==> config.mk <==
export PLATFORM = sky130hd
export DESIGN_NAME = uart_cmd_ctrl_flat
export DESIGN_NICKNAME = d
export VERILOG_FILES = /design/src/rtl/uart_cmd_ctrl_pkg.sv /design/src/rtl/uart_cmd_ctrl_if.sv /design/src/rtl/uart_cmd_ctrl_buf.sv /design/src/rtl/uart_cmd_ctrl.sv /design/src/flat_wrapper.sv
export SDC_FILE = /design/constraint.sdc
export NUM_CORES = 1
export LEC_CHECK = 0
export ABC_CLOCK_PERIOD_IN_PS = 3400
export BUFFER_PORTS_ARGS = -buffer_cell sky130_fd_sc_hd__clkbuf_2
export CAP_MARGIN = 20
export CORE_AREA = 5 5 141 143
export DETAILED_ROUTE_END_ITERATION = 16
export DIE_AREA = 0 0 146 148
export GPL_ROUTABILITY_DRIVEN = 0
export HOLD_SLACK_MARGIN = 0.08
export PLACE_DENSITY = 0.64
export REMOVE_ABC_BUFFERS = 1
export SYNTH_ARGS = -nofsm -noshare
export SYNTH_HDL_FRONTEND = slang
export SYNTH_SLANG_ARGS = --single-unit
==> constraint.sdc <==
create_clock -name clk -period 3.4 [get_ports clk]
set_input_delay 0 -clock clk [delete_from_list [all_inputs] [get_ports clk]]
set_output_delay 0 -clock clk [all_outputs]
set_load 0.03 [all_outputs]
==> src/rtl/uart_cmd_ctrl_pkg.sv <==
// Shared constants, state encoding and sizing helper for the UART command frame controller.
package uart_cmd_ctrl_pkg;

  localparam logic [7:0] SOF_BYTE_DEF = 8'hA5;
  localparam logic [7:0] CMD_WRITE    = 8'h01;
  localparam logic [7:0] CMD_BAUD     = 8'h02;

  localparam logic [1:0] ERR_CHK = 2'd0;
  localparam logic [1:0] ERR_TMO = 2'd1;
  localparam logic [1:0] ERR_CMD = 2'd2;
  localparam logic [1:0] ERR_OVR = 2'd3;

  typedef enum logic [2:0] {
    ST_IDLE    = 3'd0,
    ST_CMD     = 3'd1,
    ST_ADDR    = 3'd2,
    ST_LEN     = 3'd3,
    ST_PAYLOAD = 3'd4,
    ST_CHK     = 3'd5,
    ST_DRAIN   = 3'd6,
    ST_BAUD    = 3'd7
  } state_e;

  // Bits needed to count n distinct values, never less than one.
  function automatic int clogb2(input int n);
    int r;
    r = 1;
    for (int i = 1; i < 31; i++) begin
      if ((32'sd1 <<< i) < n) r = i + 1;
    end
    return r;
  endfunction

endpackage

==> src/rtl/uart_cmd_ctrl_if.sv <==
// Receive-byte handshake and register-write bus of the command controller.
interface uart_cmd_ctrl_if;
  logic       rx_valid_i;
  logic [7:0] rx_data_i;
  logic       wr_en_o;
  logic [7:0] wr_addr_o;
  logic [7:0] wr_data_o;

  modport master (input rx_valid_i, rx_data_i, output wr_en_o, wr_addr_o, wr_data_o);
  modport slave  (output rx_valid_i, rx_data_i, input wr_en_o, wr_addr_o, wr_data_o);
endinterface

==> src/rtl/uart_cmd_ctrl_buf.sv <==
// Payload buffer: simple dual-port RAM with synchronous write and registered read.
module uart_cmd_buf #(
  parameter int DEPTH = 16,
  parameter int AW    = 4
) (
  input  logic          clk,
  input  logic          rst_n,
  input  logic          we,
  input  logic [AW-1:0] waddr,
  input  logic [7:0]    wdata,
  input  logic          re,
  input  logic [AW-1:0] raddr,
  output logic [7:0]    rdata_o
);

  logic [7:0] mem_q [DEPTH];
  logic [7:0] rdata_q;

  // Storage array; contents are don't-care after reset.
  always_ff @(posedge clk) begin
    if (we) mem_q[waddr] <= wdata;
  end

  // Read register only moves on a read, so it holds between reads.
  always_ff @(posedge clk or negedge rst_n) begin
    if (!rst_n)  rdata_q <= 8'd0;
    else if (re) rdata_q <= mem_q[raddr];
  end

  assign rdata_o = rdata_q;

endmodule

==> src/rtl/uart_cmd_ctrl.sv <==
// Frame parser/sequencer behind uart_rx: validates SOF/CMD/ADDR/LEN/payload/CHK frames,
// then issues register writes or reprograms the receiver baud select.
module uart_cmd_ctrl
  import uart_cmd_ctrl_pkg::*;
#(
  parameter int unsigned UART_CLK_MHZ = 50,
  parameter logic [7:0]  SOF_BYTE     = SOF_BYTE_DEF,
  parameter int unsigned MAX_LEN      = 16,
  parameter int unsigned TIMEOUT_CYC  = UART_CLK_MHZ * 1000,
  parameter logic [2:0]  BAUD_RST     = 3'd4
) (
  input  logic                  clk,
  input  logic                  rst_n,
  uart_cmd_ctrl_if.master       bus,
  output logic [2:0]            baud_sel_o,
  output logic                  busy_o,
  output logic                  frame_done_o,
  output logic                  frame_err_o,
  output logic [1:0]            err_code_o
);

  localparam int IDXW = clogb2(int'(MAX_LEN));
  localparam int TMOW = clogb2(int'(TIMEOUT_CYC));

  state_e            state_q, state_d;
  logic [7:0]        cmd_q, cmd_d, addr_q, addr_d, len_q, len_d, chk_q, chk_d;
  logic [IDXW-1:0]   idx_q, idx_d;
  logic              last_q, last_d, ovr_q, ovr_d;
  logic [TMOW-1:0]   tmo_q, tmo_d;
  logic [2:0]        baud_nxt_q, baud_nxt_d, baud_sel_q, baud_sel_d;
  logic              wr_en_q, wr_en_d, busy_q, busy_d, done_q, done_d, err_q, err_d;
  logic [7:0]        wr_addr_q, wr_addr_d;
  logic [1:0]        err_code_q, err_code_d;

  logic              rx_valid_s, in_frame_s, tmo_hit_s, idx_last_s, len_ok_s;
  logic              buf_we_s, buf_re_s;
  logic [7:0]        rx_data_s, buf_rdata_s;

  assign rx_valid_s = bus.rx_valid_i;
  assign rx_data_s  = bus.rx_data_i;
  assign in_frame_s = state_q inside {ST_CMD, ST_ADDR, ST_LEN, ST_PAYLOAD, ST_CHK};
  assign tmo_hit_s  = (tmo_q == TMOW'(TIMEOUT_CYC - 32'd1));
  assign idx_last_s = (8'(idx_q) == (len_q - 8'd1));
  assign len_ok_s   = ((cmd_q == CMD_WRITE) && (rx_data_s != 8'd0) &&
                       ({1'b0, rx_data_s} <= 9'(MAX_LEN))) ||
                      ((cmd_q == CMD_BAUD) && (rx_data_s == 8'd1));

  uart_cmd_buf #(.DEPTH(int'(MAX_LEN)), .AW(IDXW)) u_buf (
    .clk     (clk),
    .rst_n   (rst_n),
    .we      (buf_we_s),
    .waddr   (idx_q),
    .wdata   (rx_data_s),
    .re      (buf_re_s),
    .raddr   (idx_q),
    .rdata_o (buf_rdata_s)
  );

  // Next-state and next-output logic of the frame sequencer.
  always_comb begin
    state_d    = state_q;    cmd_d      = cmd_q;      addr_d    = addr_q;
    len_d      = len_q;      chk_d      = chk_q;      idx_d     = idx_q;
    last_d     = last_q;     ovr_d      = ovr_q;      baud_nxt_d = baud_nxt_q;
    baud_sel_d = baud_sel_q; wr_addr_d  = wr_addr_q;  err_code_d = err_code_q;
    wr_en_d    = 1'b0;       done_d     = 1'b0;       err_d     = 1'b0;
    buf_we_s   = 1'b0;       buf_re_s   = 1'b0;
    if (in_frame_s && !rx_valid_s) tmo_d = tmo_q + TMOW'(1);
    else                           tmo_d = {TMOW{1'b0}};

    if (in_frame_s && tmo_hit_s) begin
      // Timeout wins over a byte landing in the same cycle; that byte is dropped.
      state_d = ST_IDLE; err_d = 1'b1; err_code_d = ERR_TMO; tmo_d = {TMOW{1'b0}};
    end else begin
      case (state_q)
        ST_IDLE: begin
          if (rx_valid_s && (rx_data_s == SOF_BYTE)) begin state_d = ST_CMD; ovr_d = 1'b0; end
          else state_d = ST_IDLE;
        end
        ST_CMD: begin
          if (rx_valid_s) begin cmd_d = rx_data_s; chk_d = rx_data_s; state_d = ST_ADDR; end
          else state_d = ST_CMD;
        end
        ST_ADDR: begin
          if (rx_valid_s) begin addr_d = rx_data_s; chk_d = chk_q ^ rx_data_s; state_d = ST_LEN; end
          else state_d = ST_ADDR;
        end
        ST_LEN: begin
          if (rx_valid_s) begin
            len_d = rx_data_s; chk_d = chk_q ^ rx_data_s; idx_d = {IDXW{1'b0}};
            if (len_ok_s) state_d = ST_PAYLOAD;
            else begin state_d = ST_IDLE; err_d = 1'b1; err_code_d = ERR_CMD; end
          end else state_d = ST_LEN;
        end
        ST_PAYLOAD: begin
          if (rx_valid_s) begin
            buf_we_s = 1'b1; chk_d = chk_q ^ rx_data_s;
            if (idx_q == {IDXW{1'b0}}) baud_nxt_d = rx_data_s[2:0];
            else                        baud_nxt_d = baud_nxt_q;
            if (idx_last_s) state_d = ST_CHK;
            else            idx_d = idx_q + IDXW'(1);
          end else state_d = ST_PAYLOAD;
        end
        ST_CHK: begin
          if (rx_valid_s) begin
            idx_d = {IDXW{1'b0}}; last_d = 1'b0;
            if (rx_data_s != chk_q) begin state_d = ST_IDLE; err_d = 1'b1; err_code_d = ERR_CHK; end
            else if (cmd_q == CMD_WRITE) state_d = ST_DRAIN;
            else state_d = ST_BAUD;
          end else state_d = ST_CHK;
        end
        ST_DRAIN: begin
          if (rx_valid_s) ovr_d = 1'b1;
          else            ovr_d = ovr_q;
          // Read issued this cycle; wr_en/addr registered to line up with the RAM read data.
          if (!last_q) begin
            buf_re_s = 1'b1; wr_en_d = 1'b1; wr_addr_d = addr_q + 8'(idx_q);
            if (idx_last_s) last_d = 1'b1;
            else            idx_d = idx_q + IDXW'(1);
          end else begin
            state_d = ST_IDLE;
            if (ovr_q || rx_valid_s) begin err_d = 1'b1; err_code_d = ERR_OVR; end
            else done_d = 1'b1;
          end
        end
        ST_BAUD: begin
          baud_sel_d = baud_nxt_q; state_d = ST_IDLE;
          if (rx_valid_s) begin err_d = 1'b1; err_code_d = ERR_OVR; end
          else done_d = 1'b1;
        end
        default: state_d = ST_IDLE;
      endcase
    end
    busy_d = (state_d != ST_IDLE);
  end

  // State and registered outputs.
  always_ff @(posedge clk or negedge rst_n) begin
    if (!rst_n) begin
      state_q <= ST_IDLE;  cmd_q <= 8'd0;  addr_q <= 8'd0;  len_q <= 8'd0;  chk_q <= 8'd0;
      idx_q <= {IDXW{1'b0}}; last_q <= 1'b0; ovr_q <= 1'b0; tmo_q <= {TMOW{1'b0}};
      baud_nxt_q <= 3'd0;  baud_sel_q <= BAUD_RST;  wr_en_q <= 1'b0;  wr_addr_q <= 8'd0;
      busy_q <= 1'b0;  done_q <= 1'b0;  err_q <= 1'b0;  err_code_q <= 2'd0;
    end else begin
      state_q <= state_d;  cmd_q <= cmd_d;  addr_q <= addr_d;  len_q <= len_d;  chk_q <= chk_d;
      idx_q <= idx_d;  last_q <= last_d;  ovr_q <= ovr_d;  tmo_q <= tmo_d;
      baud_nxt_q <= baud_nxt_d;  baud_sel_q <= baud_sel_d;  wr_en_q <= wr_en_d;  wr_addr_q <= wr_addr_d;
      busy_q <= busy_d;  done_q <= done_d;  err_q <= err_d;  err_code_q <= err_code_d;
    end
  end

  assign bus.wr_en_o   = wr_en_q;
  assign bus.wr_addr_o = wr_addr_q;
  assign bus.wr_data_o = buf_rdata_s;
  assign baud_sel_o    = baud_sel_q;
  assign busy_o        = busy_q;
  assign frame_done_o  = done_q;
  assign frame_err_o   = err_q;
  assign err_code_o    = err_code_q;

endmodule

==> src/flat_wrapper.sv <==
// flat-port wrapper written by rule: the top's interface ports become plain ports
module uart_cmd_ctrl_flat import uart_cmd_ctrl_pkg::*;
#(
  parameter int unsigned UART_CLK_MHZ = 50,
  parameter logic [7:0]  SOF_BYTE     = SOF_BYTE_DEF,
  parameter int unsigned MAX_LEN      = 16,
  parameter int unsigned TIMEOUT_CYC  = UART_CLK_MHZ * 1000,
  parameter logic [2:0]  BAUD_RST     = 3'd4
)
  (clk, rst_n, baud_sel_o, busy_o, frame_done_o, frame_err_o, err_code_o, bus_rx_valid_i, bus_rx_data_i, bus_wr_en_o, bus_wr_addr_o, bus_wr_data_o);
  uart_cmd_ctrl_if bus_i ();
  input  logic clk;
  input  logic rst_n;
  output logic [2:0] baud_sel_o;
  output logic busy_o;
  output logic frame_done_o;
  output logic frame_err_o;
  output logic [1:0] err_code_o;
  input wire logic [$bits(bus_i.rx_valid_i)-1:0] bus_rx_valid_i;
  input wire logic [$bits(bus_i.rx_data_i)-1:0] bus_rx_data_i;
  output wire logic [$bits(bus_i.wr_en_o)-1:0] bus_wr_en_o;
  output wire logic [$bits(bus_i.wr_addr_o)-1:0] bus_wr_addr_o;
  output wire logic [$bits(bus_i.wr_data_o)-1:0] bus_wr_data_o;
  assign bus_i.rx_valid_i = bus_rx_valid_i;
  assign bus_i.rx_data_i = bus_rx_data_i;
  assign bus_wr_en_o = bus_i.wr_en_o;
  assign bus_wr_addr_o = bus_i.wr_addr_o;
  assign bus_wr_data_o = bus_i.wr_data_o;
  uart_cmd_ctrl #(.UART_CLK_MHZ(UART_CLK_MHZ), .SOF_BYTE(SOF_BYTE), .MAX_LEN(MAX_LEN), .TIMEOUT_CYC(TIMEOUT_CYC), .BAUD_RST(BAUD_RST)) u_core (.clk(clk), .rst_n(rst_n), .bus(bus_i), .baud_sel_o(baud_sel_o), .busy_o(busy_o), .frame_done_o(frame_done_o), .frame_err_o(frame_err_o), .err_code_o(err_code_o));
endmodule
# Word-level counts from Yosys, hierarchy flattened
# Memory sizes are Yosys's and may differ from the RTL's. A register that Yosys moved wholly into a read port is not among the register bits.
# Index checks and enable logic that the tools add are counted.
# word_totals
input_bits,11
ff_bits,77
memories,1
ramBits,128
# memory_table
name,words,width,read_ports,rd_ports_with_merged_regs,write_ports,line,rtl
u_core.u_buf.mem_q,16,8,1,1,1,uart_cmd_ctrl_buf.sv:16,logic [7:0] mem_q [DEPTH];
# classes
n_addsub,4
n_reduce_logical,33
n_mux,60
n_bitwise,3
eq_ne,29
order_cmp,1
# ops
op,count
two-way mux 16 bit,2
two-way mux 1 bit,27
two-way mux 3 bit,8
one-hot mux 3 bit (8 select lines),1
two-way mux 2 bit,9
adder 16 x 1 -> 16 bit (second input constant),1
== test 16 bit (second input constant),1
== test 8 x 1 -> 1 bit (second input constant),2
two-way mux 4 bit,4
two-way mux 8 bit,2
one-hot mux 8 bit (2 select lines),1
AND reduction 3 bit,5
== test 3 bit (second input constant),4
!= test 3 bit (second input constant),4
one-hot mux 4 bit (3 select lines),1
AND reduction 4 bit,3
!= test 2 bit (second input constant),5
nonzero test 5 bit,2
adder 8 x 4 -> 8 bit,1
== test 4 x 8 -> 1 bit,1
== test 8 x 2 -> 1 bit (second input constant),1
== test 8 bit (second input constant),1
less-or-equal comparator 8 x 5 -> 1 bit (second input constant),1
!= test 8 bit,1
other kinds (25),42

# Longest topological paths before layout
# Gate-level depths: netlist (run 1).
# depth
depth_word,9
ltp_mapped,10
ltp_nobuf,9

# Hierarchy
# From an unflattened synthesis (run 1), not the netlist that was laid out.
# unflattened
hier_cells,650
hier_area_um2,9442.8
# modules_own_cells
mod,cells_each,instances,area_each_um2,seq_area_each_um2
uart_cmd_buf,240,1,5331.4,4043.9
uart_cmd_ctrl,410,1,4111.4,1928.1

# Worst setup path after synthesis (run 1)
# OpenSTA, ideal clock, no wires.
# synth_timing
path_type,reg-to-reg
startpoint,reg u_core.tmo_q[0]
endpoint,"mem u_core.u_buf.mem_q[3][0], enable pin"
n_path_buf,1
path_slack_ns,0.964
path_stages_with_launch,9
required_ns,3.017
t_arrival_ns,2.053
cell_sequence,dfrtp_1 > ha_1 > and3_1 > nand4_1 > o21a_1 > buf_6 > and2_1 > nand2_1 > nor3_1
# synth_via
elab_chain_cells,5
# synth_lines
item,line,rtl
from (decl),uart_cmd_ctrl.sv:29,"logic [TMOW-1:0] tmo_q, tmo_d;"
from (signal assigned),uart_cmd_ctrl.sv:145,idx_q <= idx_d; last_q <= last_d; ovr_q <= ovr_d; tmo_q <= tmo_d;
== test 16 bit,uart_cmd_ctrl.sv:42,assign tmo_hit_s = (tmo_q == TMOW'(TIMEOUT_CYC - 32'd1));
logical AND 1 bit,uart_cmd_ctrl.sv:70,if (in_frame_s && tmo_hit_s) begin
two-way mux 1 bit,uart_cmd_ctrl.sv:70,
two-way mux 1 bit,uart_cmd_ctrl_buf.sv:21,if (we) mem_q[waddr] <= wdata;
two-way mux 1 bit (not written as such),uart_cmd_ctrl_buf.sv:21,
to (decl),uart_cmd_ctrl_buf.sv:16,
# Every way passes these cells.

# Final worst setup path (run 1)
# layout_timing
startpoint,reg u_core.state_q[0]
endpoint,"mem u_core.u_buf.mem_q[5][0], enable pin"
# layout_via
elab_chain_cells,6
word_cells_on_any_way,11
# layout_lines
item,line,rtl
from (decl),uart_cmd_ctrl.sv:25,"state_e state_q, state_d;"
from (signal assigned),uart_cmd_ctrl.sv:144,state_q <= state_d; cmd_q <= cmd_d; addr_q <= addr_d; len_q <= len_d; chk_q <= chk_d;
== test 3 x 1 -> 1 bit (tied with other cells),uart_cmd_ctrl.sv:41,"assign in_frame_s = state_q inside {ST_CMD, ST_ADDR, ST_LEN, ST_PAYLOAD, ST_CHK};"
nonzero test 5 bit,uart_cmd_ctrl.sv:41,
logical AND 1 bit,uart_cmd_ctrl.sv:70,
two-way mux 1 bit (*),uart_cmd_ctrl.sv:70,
two-way mux 1 bit (*),uart_cmd_ctrl_buf.sv:21,
two-way mux 1 bit (not written as such) (*),uart_cmd_ctrl_buf.sv:21,
# Every way passes the cells marked *; elsewhere a longest branch is shown, timed or not.

==> impl_metrics.csv, run 1 <==
group,metric,value,unit
clocking,clk_latency,500,ps
global_route,grt_max_degree,70,
global_route,grt-ovfl-total,0,
layout,nets,708,
yosys,syn_area,9280,µm²
placement,dpl_worst_slack,574,ps
worst_setup_path,r2r_setup_slack,580,ps
power,pwr_density_cell,513,nW/µm²
detailed_routing,wire_per_inst,20.2,µm
detailed_routing,ant_nets,0,
worst_setup_path,cp.arrival,2950,ps
yosys,yosys_warnings,0,
timing,fin_crit_sh,82.9,%
detailed_routing,via_per_inst,5.70,
timing,finalSetupViolCount,0,
yosys,synth_flop_cell,"edfxtp_1",
clocking,cts_root_buf,"clkbuf_16",
layout,fillers,1456,
worst_setup_path,crit_type,"reg2reg",
clocking,h-tree-depth,1,
detailed_routing,wl,18900,µm
die,start_util,50.3,%
die,die_h,148,µm
yosys,yosysSeqAreaShare,64.4,%
worst_setup_path,cp-start-kind,"flip-flop",
power,ir_drop,0.431,mV
timing,finClkSkew,11.0,ps
detailed_routing,drtIter0Drc,448,
layout,regArea,5970,µm²
timing,fin_setup_tns,0,ps
placement,dp_hpwl,12300,µm
clocking,numCtsBuffers,23,
timing,slew_headroom,40.9,%
worst_setup_path,reg2reg_to,"u_core.u_buf.mem_q[5][0]$_DFFE_PP_",
global_route,grt_usage,17.9,%
layout,multi_input_area,3070,µm²
worst_setup_path,critPathMaxFanout,20,
global_route,grt_pass1_vias,5443,
power,power_leakage,4.06,nW
timing,setup_ws,581,ps
timing,grt_setup_unrepaired,"false",
worst_setup_path,cp.required,3530,ps
detailed_routing,drc,0,
run,cap_violations,0,
worst_setup_path,worstReg2RegStart,"u_core.state_q[0]$_DFF_PN0_",
detailed_routing,dr.pass1.iters,5,
timing,period_needed,2820,ps
yosys,synth_edf_count,128,
yosys,synth_cell_type_count,58,
yosys,synth_seq_cells,213,
status,outcome,"completed",
clocking,cts_tree,"done",
yosys,syn-mean-instance-area,14.4,µm²
yosys,synth-async-reset-ratio,39.9,%
timing,hold_viol_final,0,
layout,final_common_cell,"edfxtp_1",
clocking,cts_resized,0,
clocking,clk_path_buf_depth,3,
timing,fmax,0.355,GHz
die,die_w,146,µm
global_route,grt_antenna_before_repair,0,
worst_setup_path,end_kind,"flip-flop",
clocking,path_clk_slew,60,ps
layout,drive_gt1_share,23.0,%
die,core,18500,µm²
worst_hold_path,hp-class,"in2async",
layout,area_growth,13.1,%
global_route,grt_first_pass_wirelength,30400,µm
layout,final_cell_area,10500,µm²
worst_setup_path,rr_worst_depth,6,
layout,layout_common_cells,"edfxtp_1, dfrtp_1, nand2_1",
detailed_routing,vias,5343,
timing,slew_viol_final,0,
clocking,clkSinkCount,213,
die,rows,50,
layout,antenna_cells,0,
die,dieArea,21600,µm²
placement,place_area,9680,µm²
die,io_pins,36,
placement,io_buffers,35,
timing,max_slew.worst_pin.slew,886,ps
yosys,syn_inst,646,
worst max-delay path, stage by stage, from the launching register on:
cell	delay, ps
dfrtp_1	560
or3_4	450
nand2_2	100
o21a_1	360
and2_1	230
nand2_1	150
nor2_1	580
cell usage after synthesis, types with 2 or more instances:
master / number / area share, %
edfxtp_1: 128 / 41
dfrtp_1: 84 / 23
nand2_1: 65 / 2.6
nor2_1: 46 / 1.9
mux4_2: 40 / 9.7
a21oi_1: 29 / 1.6
mux2_2: 26 / 3.2
xor2_1: 21 / 2.0
o21ai_0: 20 / 1.1
clkbuf_1: 17 / 0.69
inv_1: 16 / 0.65
nor3_1: 14 / 0.76
nand3_1: 13 / 0.70
xnor2_1: 13 / 1.2
buf_2: 11 / 0.59
and3_1: 10 / 0.67
ha_1: 10 / 1.3
o22ai_1: 8 / 0.54
nor2b_1: 6 / 0.40
nor4_1: 5 / 0.34
nand2b_1: 4 / 0.27
or3_1: 4 / 0.27
and2_1: 3 / 0.20
buf_1: 3 / 0.12
buf_6: 3 / 0.36
mux2_4: 3 / 0.49
nand4_1: 3 / 0.20
nand4b_1: 3 / 0.28
nor4bb_1: 3 / 0.32
o21a_1: 3 / 0.24
nand2_2: 2 / 0.13
nand3b_1: 2 / 0.16
o211ai_1: 2 / 0.16
or3_4: 2 / 0.24
flip-flops by register name (all words and copies together), names as in the netlist:
name	flops
u_core.bus.wr_en_o	1
u_core.frame_err_o	1
u_core.chk_q	8
u_core.last_q	1
u_core.err_code_o	2
u_core.u_buf.mem_q	128
u_core.frame_done_o	1
u_core.u_buf.rdata_o	8
u_core.busy_o	1
u_core.baud_nxt_q	3
u_core.cmd_q	8
u_core.idx_q	4
u_core.state_q	3
u_core.len_q	8
u_core.tmo_q	16
u_core.addr_q	8
u_core.baud_sel_o	3
u_core.bus.wr_addr_o	8
u_core.ovr_q	1
per-stage QoR:
step / utilization [%] / hold WS [ps] / instances / power, mW
2_1_floorplan: - / -296 / 611 / 2.81
4_1_cts: 56.9 / 124 / 937 / 5.45
3_5_place_dp: 52.5 / 157 / 892 / 2.89
5_1_grt: 56.9 / 168 / 937 / 5.57
3_3_place_gp: 52.5 / 141 / 892 / 2.89
6_report: 56.9 / 137 / 937 / 5.38
area by class of cell:
type	instances	share of cell area, %
multi-input cells	381	29.3
clock buffers	30	5.92
well taps	234	2.79
inverters	17	0.608
flip-flops and latches	213	56.9
repair buffers	50	2.96
clock inverters	12	1.57
how the worst max path moves through the flow:
| stage | cells past startpoint | slack (ps) | start | endpoint |
|---|---|---|---|---|
| 6_report | 6 | 580 | u_core.state_q[0]$_DFF_PN0_ | u_core.u_buf.mem_q[5][0]$_DFFE_PP_ |
| 3_5_place_dp | 6 | 570 | u_core.state_q[0]$_DFF_PN0_ | u_core.u_buf.mem_q[5][0]$_DFFE_PP_ |
| 3_3_place_gp | 6 | 730 | u_core.state_q[0]$_DFF_PN0_ | u_core.u_buf.mem_q[9][0]$_DFFE_PP_ |
| 4_1_cts | 6 | 570 | u_core.state_q[0]$_DFF_PN0_ | u_core.u_buf.mem_q[5][2]$_DFFE_PP_ |
| 2_1_floorplan | 9 | 320 | u_core.idx_q[0]$_DFFE_PN0P_ | u_core.bus.wr_addr_o[6]$_DFFE_PN0P_ |
| 5_1_grt | 6 | 360 | u_core.state_q[0]$_DFF_PN0_ | u_core.u_buf.mem_q[5][3]$_DFFE_PP_ |
power breakdown:
| group | switching, mW | total, mW | internal (mW) |
|---|---|---|---|
| combinational | 0.0760 | 0.0909 | 0.0149 |
| clock | 0.951 | 2.54 | 1.59 |
| sequential | 0.000385 | 2.75 | 2.75 |
kinds of logic after synthesis:
logic type / count (synthesis) / synth area share, %
DFF: 213 / 64.4
and+or+nand+nor: 193 / 10.3
AOI/OAI and AO/OA: 72 / 4.44
muxes: 71 / 13.6
buffers and inverters: 52 / 2.53
xor gates and xnor gates: 34 / 3.21
adders and majority gates: 11 / 1.56
per-layer routing:
| layer | track usage, % | part of all wire [%] | up-vias |
|---|---|---|---|
| li1 | - | - | 2478 |
| met1 | 25.8 | 45 | 2693 |
| met2 | 28.9 | 48 | 153 |
| met3 | 3.16 | 5.3 | 19 |
| met4 | 4.09 | 1.3 | 0 |
| met5 | 0 | 0 | - |
timing repair:
item                       CTS  global route
buffers inserted             0             0
hold endpoints to repair    85             0
hold buffers                 3             0
setup endpoints to repair    0             0
Power figures use the tool's default switching activity.
==> run 2: changes to the inputs <==
--- a/config.mk
+++ b/config.mk
@@ -5,7 +5,7 @@
 export SDC_FILE = /design/constraint.sdc
 export NUM_CORES = 1
 export LEC_CHECK = 0
-export ABC_CLOCK_PERIOD_IN_PS = 3400
+export ABC_CLOCK_PERIOD_IN_PS = 2490
 export BUFFER_PORTS_ARGS = -buffer_cell sky130_fd_sc_hd__clkbuf_2
 export CAP_MARGIN = 20
 export CORE_AREA = 5 5 141 143
@@ -13,7 +13,7 @@
 export DIE_AREA = 0 0 146 148
 export GPL_ROUTABILITY_DRIVEN = 0
 export HOLD_SLACK_MARGIN = 0.08
-export PLACE_DENSITY = 0.64
+export PLACE_DENSITY = 0.67
 export REMOVE_ABC_BUFFERS = 1
 export SYNTH_ARGS = -nofsm -noshare
 export SYNTH_HDL_FRONTEND = slang
==> constraint.sdc (replaced) <==
create_clock -name clk -period 2.49 [get_ports clk]
set_input_delay 0 -clock clk [delete_from_list [all_inputs] [get_ports clk]]
set_output_delay 0 -clock clk [all_outputs]
set_load 0.03 [all_outputs]
==> impl_metrics.csv, run 2 (synthesis results as in run 1) <==
group,metric,value,unit
layout,antenna_cells,0,
detailed_routing,drtIter0Drc,454,
detailed_routing,ant_nets,0,
timing,period_needed,2370,ps
run,cap_violations,0,
placement,io_buffers,35,
clocking,cts_setup_buffers,0,
global_route,grt_first_pass_wirelength,32000,µm
layout,nets,743,
clocking,cts_tree,"done",
layout,final_common_cell,"edfxtp_1",
worst_setup_path,cp.arrival,2540,ps
timing,fin_setup_tns,0,ps
clocking,cts_resized,0,
clocking,cts_root_buf,"clkbuf_16",
power,ir_drop,0.497,mV
timing,finClkSkew,17.1,ps
die,die_w,146,µm
detailed_routing,drc,0,
global_route,gr-usage-met2,29.9,%
worst_setup_path,crit_type,"reg2reg",
worst_setup_path,end_kind,"flip-flop",
timing,fmax,0.422,GHz
detailed_routing,wire_per_inst,20.5,µm
layout,largest_register,"u_core.u_buf.mem_q",
timing,slew_viol_final,0,
timing,fin_crit_sh,95.2,%
detailed_routing,via_per_inst,5.67,
layout,fin_cells,971,
clocking,hold_buffers,10,
layout,reg_top3,"u_core.u_buf.mem_q (128), u_core.tmo_q (16)",
layout,area_growth,16.1,%
placement,post-place-cells,920,
global_route,grt_antenna_before_repair,0,
timing,hold_slack,107,ps
detailed_routing,vias,5507,
layout,drive_gt1_share,25.5,%
global_route,grt-ovfl-total,0,
status,outcome,"completed",
global_route,top_usage_layer,"met2",
power,pwr_density_cell,685,nW/µm²
timing,grt_setup_unrepaired,"false",
global_route,grt_usage,18.8,%
global_route,grt_util_met3,3.83,%
timing,max_slew.worst_pin.slew,743,ps
layout,layout_common_cells,"edfxtp_1, dfrtp_1, nand2_1",
clocking,clk_latency,510,ps
die,core,18500,µm²
global_route,gr-usage-met1,27.3,%
worst_hold_path,hp-class,"in2async",
global_route,grt_pass1_vias,5571,
die,start_util,50.3,%
clocking,clkSinkCount,213,
die,dieArea,21600,µm²
die,rows,50,
layout,largest_register_ffs,128,
worst_setup_path,critPathMaxFanout,8,
die,die_h,148,µm
clocking,h-tree-depth,1,
clocking,clk_path_buf_depth,3,
worst_setup_path,worstReg2RegStart,"u_core.tmo_q[0]$_DFF_PN0_",
die,io_pins,36,
power,power_leakage,4.23,nW
detailed_routing,wl,20000,µm
worst_setup_path,critPathLaunch,"u_core.tmo_q[0]$_DFF_PN0_",
placement,dp_hpwl,13400,µm
timing,slew_headroom,50.5,%
detailed_routing,dr.pass1.iters,5,
timing,finalSetupViolCount,0,
timing,hold_viol_final,0,
clocking,numCtsBuffers,23,
global_route,grt_max_degree,57,
power,total_power,7.37,mW
worst_setup_path,cp.required,2660,ps
worst_setup_path,cp-start-kind,"flip-flop",
clocking,path_clk_slew,60,ps
==> run 2: cell types whose count changed in the layout (fill, tap and decap cells not counted) <==
| cell | delta |
|---|---|
| clkinv_2 | -1 |
| clkinv_1 | -1 |
| clkinv_4 | -1 |
| clkbuf_1 | +2 |
| buf_4 | +28 |
| dlygate4sd3_1 | +7 |
==> run 2: final timing paths <==
kind | endpoint | slack, ps | cells past startpoint
max | u_core.u_buf.mem_q[0][7]$_DFFE_PP_ | 120 | 7
min reg2reg | u_core.u_buf.rdata_o[1]$_DFFE_PN0P_ | 470 | 2
min in group clk | u_core.cmd_q[0]$_DFFE_PN0P_ | 370 | 3
max in group asynchronous | u_core.u_buf.rdata_o[5]$_DFFE_PN0P_ | 1760 | 3
max reg2reg | u_core.u_buf.mem_q[0][7]$_DFFE_PP_ | 120 | 7
min | u_core.cmd_q[1]$_DFFE_PN0P_ | 110 | 2
==> run 2: area by class of cell <==
cell class                      count  area, µm²
Fill cell                        1389       7680
Sequential cell                   213       5970
Multi-Input combinational cell    381       3070
Clock buffer                       32        629
Timing Repair Buffer               85        591
Tap cell                          234        293
Clock inverter                      9        148
Inverter                           17       63.8
==> run 2: where the power goes <==
group          switching (mW)  internal [mW]  leakage, nW
clock network            1.30           2.18        0.380
logic                   0.110         0.0370         1.53
registers            0.000527           3.75         2.32
total                    1.41           5.96         4.23
==> run 2: layer usage <==
layer,up-vias,part of all wire (%)
li1,2546,-
met1,2758,45
met2,175,47
met3,28,6.6
met4,0,1.7
met5,-,0
==> run 2: metrics by stage <==
stage               instance area (µm²)  util, %  worst slack (ps)
floorplan                          9110        -              -594
global route                      10800     58.4              8.84
finish                            10800     58.4               118
CTS                               10800     58.4               111
detailed placement                 9890     53.6               146
global placement                   9890     53.6               219
==> run 2: critical path: stages (launching register included) <==
cell,delay [ps]
dfrtp_1,400
ha_1,230
and3_1,240
nand4_1,190
o21a_1,250
nand3_4,110
or3_4,380
inv_1,250
==> run 3: changes to the inputs <==
--- a/config.mk
+++ b/config.mk
@@ -15,6 +15,7 @@
 export HOLD_SLACK_MARGIN = 0.08
 export PLACE_DENSITY = 0.67
 export REMOVE_ABC_BUFFERS = 1
+export SETUP_SLACK_MARGIN = 0.15
 export SYNTH_ARGS = -nofsm -noshare
 export SYNTH_HDL_FRONTEND = slang
 export SYNTH_SLANG_ARGS = --single-unit
==> impl_metrics.csv, run 3 (synthesis results as in run 1) <==
group,metric,value,unit
timing,slew_viol_final,0,
layout,reg_top3,"u_core.u_buf.mem_q (128), u_core.tmo_q (16)",
detailed_routing,wl,20100,µm
detailed_routing,wire_per_inst,20.7,µm
clocking,numCtsBuffers,23,
clocking,cts_tree,"done",
worst_setup_path,crit_chain,"nor4bb_1, nand4_1, o21a_1, buf_4, nand2_2, mux2_2",
die,die_w,146,µm
layout,fillers,1382,
global_route,grt_first_pass_wirelength,32000,µm
worst_setup_path,cp.required,2870,ps
worst_setup_path,r2r_setup_slack,250,ps
timing,fmax,0.446,GHz
global_route,grt_antenna_before_repair,0,
layout,largest_register_ffs,128,
detailed_routing,ant_nets,0,
detailed_routing,drc,0,
detailed_routing,vias,5497,
worst_setup_path,crit_buf_inv,1,
layout,area_growth,17.0,%
placement,post-place-cells,920,
detailed_routing,via_per_inst,5.66,
die,start_util,50.3,%
clocking,clk_path_buf_depth,3,
layout,layout_common_cells,"edfxtp_1, dfrtp_1, nand2_1",
detailed_routing,drtIter0Drc,388,
global_route,grt-ovfl-total,0,
worst_setup_path,worstReg2RegStart,"u_core.tmo_q[4]$_DFF_PN0_",
timing,finalSetupViolCount,0,
worst_setup_path,rr_worst_depth,6,
layout,regArea,5970,µm²
worst_setup_path,critPathMaxFanout,14,
worst_setup_path,end_kind,"flip-flop",
detailed_routing,dr.pass1.iters,5,
worst_hold_path,hp-class,"in2async",
worst_setup_path,cp.arrival,2620,ps
die,dieArea,21600,µm²
die,core,18500,µm²
die,rows,50,
timing,grt_setup_unrepaired,"false",
worst_setup_path,reg2reg_to,"u_core.cmd_q[1]$_DFFE_PN0P_",
status,outcome,"completed",
layout,drive_gt1_share,27.5,%
layout,final_common_cell,"edfxtp_1",
global_route,grt_pass1_vias,5568,
global_route,grt_max_degree,57,
timing,hold_viol_final,0,
power,pwr_density_cell,680,nW/µm²
placement,io_buffers,35,
die,die_h,148,µm
power,power_leakage,4.24,nW
run,cap_violations,0,
clocking,h-tree-depth,1,
timing,finClkSkew,17.9,ps
clocking,cts_root_buf,"clkbuf_16",
timing,hold_slack,109,ps
worst_setup_path,max_stage_delay,440,ps
layout,antenna_cells,0,
clocking,clk_latency,510,ps
layout,multi_input_area,3140,µm²
global_route,grt_usage,18.8,%
worst_setup_path,crit_family,"simple AND/OR/NAND/NOR gates",
layout,fin_cells,971,
worst_setup_path,cp_slowest_cell,"dfrtp_1",
clocking,clkSinkCount,213,
worst_setup_path,cp-start-kind,"flip-flop",
layout,nets,743,
timing,max_slew.worst_pin.slew,749,ps
placement,dp_hpwl,13400,µm
power,ir_drop,0.499,mV
layout,largest_register,"u_core.u_buf.mem_q",
clocking,path_clk_slew,60,ps
timing,fin_crit_sh,90.1,%
timing,slew_headroom,50.0,%
worst_setup_path,crit_type,"reg2reg",
die,io_pins,36,
timing,period_needed,2240,ps
[run 3: changes by cell type in the layout (fill, tap and decap cells not counted), moves of 2 or more]
cell,before,now
nor2_1,46,41
nor2_2,0,5
buf_4,40,36
buf_6,0,4
and3_1,10,8
nor3_1,14,12
nor3_2,0,2
[run 3: area by class of cell]
cell class / instances / area share, %
clock buffers: 32 / 5.80
clock inverters: 9 / 1.36
multi-input cells: 381 / 28.9
inverters: 17 / 0.622
repair buffers: 85 / 5.58
well taps: 234 / 2.70
flip-flops and latches: 213 / 55.0
[run 3: how the worst max path moves through the flow]
stage | startpoint | endpoint | slack, ps | cells after the start
floorplan | u_core.idx_q[0]$_DFFE_PN0P_ | u_core.bus.wr_addr_o[6]$_DFFE_PN0P_ | -590 | 9
global placement | u_core.tmo_q[0]$_DFF_PN0_ | u_core.u_buf.mem_q[0][4]$_DFFE_PP_ | 220 | 7
detailed placement | u_core.tmo_q[0]$_DFF_PN0_ | u_core.u_buf.mem_q[0][2]$_DFFE_PP_ | 150 | 7
CTS | u_core.len_q[0]$_DFFE_PN0P_ | u_core.idx_q[0]$_DFFE_PN0P_ | 150 | 8
global route | u_core.tmo_q[4]$_DFF_PN0_ | u_core.cmd_q[1]$_DFFE_PN0P_ | 150 | 6
finish | u_core.tmo_q[4]$_DFF_PN0_ | u_core.cmd_q[1]$_DFFE_PN0P_ | 250 | 6
[run 3: through the flow]
step / setup WS, ps / TNS (ps) / util, % / power (mW) / instance area (µm²)
2_1_floorplan: -594 / -28950 / - / 3.84 / 9110
3_3_place_gp: 219 / 0 / 53.6 / 3.95 / 9890
3_5_place_dp: 146 / 0 / 53.6 / 3.96 / 9890
4_1_cts: 154 / 0 / 58.4 / 7.46 / 10800
5_1_grt: 153 / 0 / 58.8 / 7.63 / 10900
6_report: 247 / 0 / 58.8 / 7.38 / 10900
[run 3: layer usage]
layer  track usage [%]  share of wire [%]
met1              27.3                 45
met2              29.9                 48
met3              3.83                5.7
met4              3.95                1.6
met5                 0                  0
[run 3: repair_timing]
item                                   4_1_cts  5_1_grt
setup endpoints to repair                   16      124
gates resized for setup                      2       21
endpoints found under the hold margin      197        0
buffers inserted                             0        0
pin swaps                                    0        4
hold buffers                                10        0
[run 3: power breakdown]
part           internal (mW)  leakage [nW]  switching (mW)  total [mW]
Clock                   2.18         0.380            1.30        3.48
Sequential              3.75          2.32        0.000526        3.75
Combinational         0.0371          1.54           0.111       0.148
Total                   5.97          4.24            1.41        7.38
